--- src/rtl/mips_mem_pkg.sv ---
// Shared encodings for the data-memory access path: access sizes, FSM states and the captured control bundle.
package mips_mem_pkg;

  localparam logic [1:0] SZ_BYTE = 2'b00;
  localparam logic [1:0] SZ_HALF = 2'b01;
  localparam logic [1:0] SZ_WORD = 2'b10;
  localparam logic [1:0] SZ_RSVD = 2'b11;

  typedef enum logic [2:0] {
    IDLE    = 3'd0,
    WRITE   = 3'd1,
    READ    = 3'd2,
    CAPTURE = 3'd3,
    RESP    = 3'd4
  } state_t;

  typedef struct packed {
    logic       we;
    logic       sgn;
    logic [1:0] size;
  } req_ctl_t;

endpackage

--- src/rtl/mem_access_check.sv ---
// Combinational request validation: size, range and (with MISALIGN_TRAP_EN) alignment; zero latency, no flow control.
// Without MISALIGN_TRAP_EN, misaligned half/word addresses are rounded down instead of trapped.
module mem_access_check
  import mips_mem_pkg::*;
#(
  parameter int ADDR_WIDTH = 8
) (
  input  logic [1:0]            size,
  input  logic [31:0]           addr,
  output logic                  err,
  output logic [ADDR_WIDTH-1:0] aligned_addr
);

  logic out_of_range;
  logic [ADDR_WIDTH-1:0] addr_lo;

  assign out_of_range = (addr >> ADDR_WIDTH) != 32'd0;
  assign addr_lo      = addr[ADDR_WIDTH-1:0];

`ifdef MISALIGN_TRAP_EN
  logic misaligned;
  assign misaligned   = ((size == SZ_HALF) && addr[0]) ||
                        ((size == SZ_WORD) && (addr[1:0] != 2'b00));
  assign err          = (size == SZ_RSVD) || out_of_range || misaligned;
  assign aligned_addr = addr_lo;
`else
  assign err          = (size == SZ_RSVD) || out_of_range;
  assign aligned_addr = {addr_lo[ADDR_WIDTH-1:2],
                         addr_lo[1] & (size != SZ_WORD),
                         addr_lo[0] & (size != SZ_HALF) & (size != SZ_WORD)};
`endif

endmodule

--- src/rtl/mem_access_ctrl.sv ---
// Load/store sequencer for the dataRAM port; store 2, load DELAY+3, error 1 cycle(s) accept-to-response.
// One access in flight: req_ready only in IDLE. Optional MISALIGN_TRAP_EN traps misaligned half/word.
module mem_access_ctrl
  import mips_mem_pkg::*;
#(
  parameter int BIT_WIDTH  = 32,
  parameter int DELAY      = 0,
  parameter int ADDR_WIDTH = 8
) (
  input  logic                  clk,
  input  logic                  rst_n,
  input  logic                  req_valid,
  output logic                  req_ready,
  input  logic                  req_we,
  input  logic                  req_signed,
  input  logic [1:0]            req_size,
  input  logic [31:0]           req_addr,
  input  logic [BIT_WIDTH-1:0]  req_wdata,
  output logic                  resp_valid,
  output logic [BIT_WIDTH-1:0]  resp_rdata,
  output logic                  resp_err,
  output logic [ADDR_WIDTH-1:0] mem_addr,
  output logic [BIT_WIDTH-1:0]  mem_data,
  output logic                  mem_wren,
  output logic                  mem_isSigned,
  output logic [1:0]            mem_dataSize,
  input  logic [BIT_WIDTH-1:0]  mem_q
);

  localparam int CW = (DELAY > 0) ? $clog2(DELAY + 1) : 1;

  state_t                state;
  logic [CW-1:0]         cnt;
  req_ctl_t              ctl;
  logic [ADDR_WIDTH-1:0] addr_q;
  logic [BIT_WIDTH-1:0]  wdata_q;
  logic                  err_q;
  logic                  chk_err;
  logic [ADDR_WIDTH-1:0] chk_addr;
  logic                  accept;

  mem_access_check #(.ADDR_WIDTH(ADDR_WIDTH)) u_check (
    .size         (req_size),
    .addr         (req_addr),
    .err          (chk_err),
    .aligned_addr (chk_addr)
  );

  assign req_ready = (state == IDLE);
  assign accept    = req_valid && req_ready;

  always_ff @(posedge clk) begin
    if (!rst_n) begin
      state      <= IDLE;
      cnt        <= '0;
      ctl        <= '0;
      addr_q     <= '0;
      wdata_q    <= '0;
      err_q      <= 1'b0;
      resp_rdata <= '0;
    end else begin
      case (state)
        IDLE: begin
          if (accept) begin
            ctl        <= '{we: req_we, sgn: req_signed, size: req_size};
            addr_q     <= chk_addr;
            wdata_q    <= req_wdata;
            err_q      <= chk_err;
            resp_rdata <= '0;
            cnt        <= CW'(DELAY);
            if (chk_err)     state <= RESP;
            else if (req_we) state <= WRITE;
            else             state <= READ;
          end
        end
        WRITE: state <= RESP;
        // Address stays registered for DELAY+1 cycles so the RAM output has settled before CAPTURE.
        READ: begin
          if (cnt == '0) state <= CAPTURE;
          else           cnt   <= cnt - CW'(1);
        end
        CAPTURE: begin
          resp_rdata <= mem_q;
          state      <= RESP;
        end
        RESP:    state <= IDLE;
        default: state <= IDLE;
      endcase
    end
  end

  assign resp_valid   = (state == RESP);
  assign resp_err     = err_q && (state == RESP);
  assign mem_wren     = (state == WRITE);
  assign mem_addr     = addr_q;
  assign mem_data     = wdata_q;
  assign mem_isSigned = ctl.sgn;
  assign mem_dataSize = ctl.size;

endmodule

--- config.mk ---
export PLATFORM = sky130hd
export DESIGN_NAME = mem_access_ctrl
export DESIGN_NICKNAME = d
export VERILOG_FILES = /design/src/rtl/mips_mem_pkg.sv /design/src/rtl/mem_access_check.sv /design/src/rtl/mem_access_ctrl.sv
export SDC_FILE = /design/constraint.sdc
export NUM_CORES = 1
export LEC_CHECK = 0
export BUFFER_PORTS_ARGS = -buffer_cell sky130_fd_sc_hd__buf_2
export CAP_MARGIN = 30
export CORE_UTILIZATION = 45
export CTS_CLUSTER_SIZE = 8
export DETAILED_ROUTE_END_ITERATION = 12
export PLACE_DENSITY = 0.93
export SETUP_SLACK_MARGIN = 0.2
export SLEW_MARGIN = 20
export SYNTH_ARGS = -nofsm -noshare
export SYNTH_HDL_FRONTEND = slang
export SYNTH_HIERARCHICAL = 1
export SYNTH_SLANG_ARGS = --single-unit
--- constraint.sdc ---
create_clock -name clk -period 2.7 [get_ports clk]
set_clock_uncertainty 0.2 [all_clocks]
set_input_delay 0.135 -clock clk [delete_from_list [all_inputs] [get_ports clk]]
set_output_delay 0.135 -clock clk [all_outputs]
set_load 0.01 [all_outputs]
==> reports/qor.yml <==
outcome: "finished clean"
cts_tree: "yes"
synthMuxAreaShare_pct: 0
async_flop_share_pct: 0
die_h_um: 81.7
finalHoldViolCount: 0
path_clk_slew_ps: 80
syn_nets: 413
ctsResizeCount: 0
fmax_mhz: 443
viasPerCell: 5.38
dpl.hpwl_um: 5290
reg2reg_from: "state[0]"
final_area_um2: 4750
drv_cap: 0
grt_max_degree: 89
synth_compound_area_share_pct: 19.0
drive_above_1_share_pct: 36.7
syn2layout_area_growth_pct: 66.2
crit_type: "input pin to flip-flop"
routabilityCongestion: 0.747
syn_area_um2: 2860
drtIter0Drc: 250
h-tree-depth: 3
min_from: "req_addr[26]"
initial_utilization_pct: 47.4
cts_buffer_depth: 2
die_x_um: 81.7
r2r-end: "mem_data[0]"
yosysWarnings: 6
avgSynthCellArea_um2: 9.21
synth_edf_count: 0
hold_depth: 5
ys.flop_type: "dfxtp_1"
ys_seq_elements: 79
clockRootBuffer: "clkbuf_8"
fp-row-count: 28
r2r_cells: 4
synth_top_family_by_area: "compound AO/OA/AOI/OAI gates"
final_core_util_pct: 78.8
post-cts-setup-buffers: 0
drc: 0
holdPathEnd: "err_q"
tightest_slew_ps: 832
die_area_um2: 6670
grt_use_total_pct: 30.3
cts_buffers: 9
cp_slowest_cell: "dlygate4sd3_1"
synthSimpleGateAreaFrac_pct: 19.0
path_delay_family: "buffers and inverters"
multi_input_comb_area_um2: 1100
grt_pass1_vias: 3273
ys_seq_area_share_pct: 55.4
dr.pass1.iters: 5
regArea_um2: 1580
pre_cts_ws_ps: 637
crit_cells: 9
cp.required_ps: 2790
vias: 3406
cts.sinks: 79
dpl_cell_area_um2: 3730
routed_wl_um: 10400
max_stage_delay_ps: 610
maxSlewViolCount: 0
num_io_pins: 182
ctsHoldBuffers: 80
p_per_area_nw_per_um2: 530
insertion_delay_ps: 340
portBuffers: 181
relSlewSlack_pct: 44.5
rsz0062_at_grt: "no"
crit_fanout: 4
n_fill_cell: 371
fin_setup_tns_ps: 0
reg2reg_slack_ps: 530
path_cells: "dlygate4sd3_1, buf_2, nand2_1, and4_1, nand4_1, nor2_1, nor2_1, nor4_1, dlygate4sd3_1"
worstSetupEndpointType: "flip-flop"
grt_pass1_wl_um: 15200
antenna_left: 0
ir_worst_vdd_v: 0.000371
layout_min_cycle_time_ps: 2260
synth-xor-area-share_pct: 0
setup_viol: 0
layout_setup_ws_ps: 444
synth_fa_ha_area_share_pct: 0
critPathBufInv: 3
antenna_found_initial: 0
crit_path_start_kind: "input pin"
gr-total-overflow: 0
n_antenna_cell: 0
wire_per_inst_um: 16.4
core_area_um2: 6030
worstPathArrival_ps: 2340
ys_types: 27
leakage_nw: 2.26
nNetsFinal: 656
timing.final.crit_share_pct: 83.5
hold_class: "input pin to flip-flop"
synthCells: 310
-- cell usage after synthesis, types with 2 or more instances --
| cell type | instances | area share [%] |
|---|---|---|
| o21ai_1 | 7 | 1.2 |
| clkbuf_1 | 15 | 2.0 |
| a22o_1 | 32 | 9.8 |
| inv_1 | 5 | 0.66 |
| nand2_1 | 46 | 6.0 |
| dfxtp_1 | 79 | 55 |
| nor2_1 | 5 | 0.66 |
| nor4_1 | 7 | 1.5 |
| nor3_1 | 2 | 0.35 |
| o21ai_0 | 37 | 6.5 |
| buf_4 | 8 | 2.1 |
| nand3_1 | 44 | 7.7 |
| buf_2 | 9 | 1.6 |
-- cell families (layout without fill, tap and decap cells) --
group	count (synthesis)	in the layout
DFF	79	79
AOI/OAI and AO/OA	81	81
buffers and inverters	38	286
and+or+nand+nor	112	112
-- layout by cell type, fill, tap and decap left out, types with 3 or more instances in the layout --
master and n:
buf_2 181, o21ai_1 7, dfxtp_1 79, nor2_1 4
nand3_1 44, nor4_1 7, o21ai_0 37, a22o_1 32
buf_4 3, nand2_1 46, dlygate4sd3_1 80, inv_1 5
clkbuf_8 11
-- area by class of cell --
| type | instances | area share (%) |
|---|---|---|
| clock buffers | 11 | 3.19 |
| inverters | 5 | 0.395 |
| well taps | 75 | 1.98 |
| multi-input cells | 193 | 23.1 |
| clock inverters | 5 | 1.34 |
| repair buffers | 265 | 36.7 |
| flip-flops and latches | 79 | 33.3 |
-- layer usage --
layer  up-vias  GRT usage [%]  routed length (um)
met5         -              0                   0
met4         0           17.2                 430
met3        46           9.56                1040
met2       246           53.8                5160
met1      1541           31.4                3750
li1       1573              -                   -
-- worst register-to-register path: stages, from the launching register on --
cell	delay (ps)
dfxtp_1	440
nor4b_4	430
buf_4	640
nand3_1	220
o21ai_0	140
-- worst max path at each step --
| stage | from | endpoint | slack, ps |
|---|---|---|---|
| 2_1_floorplan | state[0] | mem_addr[3] | 1080 |
| 3_3_place_gp | state[1] | resp_rdata[8] | 600 |
| 3_5_place_dp | state[0] | mem_data[3] | 640 |
| 4_1_cts | req_size[0] | state[1] | 610 |
| 5_1_grt | req_size[0] | state[1] | 340 |
| 6_report | req_size[0] | state[1] | 440 |
-- stage by stage --
| step | total power (W) | hold slack, ps | std cells |
|---|---|---|---|
| after floorplan | 0.00138 | 65.4 | 310 |
| after global placement | 0.00149 | 148 | 536 |
| after detailed placement | 0.00150 | 155 | 537 |
| after CTS | 0.00252 | 34.3 | 633 |
| after global routing | 0.00261 | 108 | 633 |
| final | 0.00252 | 58.5 | 633 |
-- registers in the layout, summed over array words and instances, names as in the netlist --
name and cells:
mem_isSigned 1, err_q 1, mem_data 32, mem_dataSize 2, mem_addr 8, resp_rdata 32
state 3
-- power breakdown --
| part | internal (W) | total, W | switching, W |
|---|---|---|---|
| clock network | 0.000486 | 0.000937 | 0.000451 |
| logic | 0.000187 | 0.000352 | 0.000165 |
| registers | 0.00121 | 0.00123 | 0.0000219 |
| total | 0.00188 | 0.00252 | 0.000638 |
(Power assumes the default switching activity.)
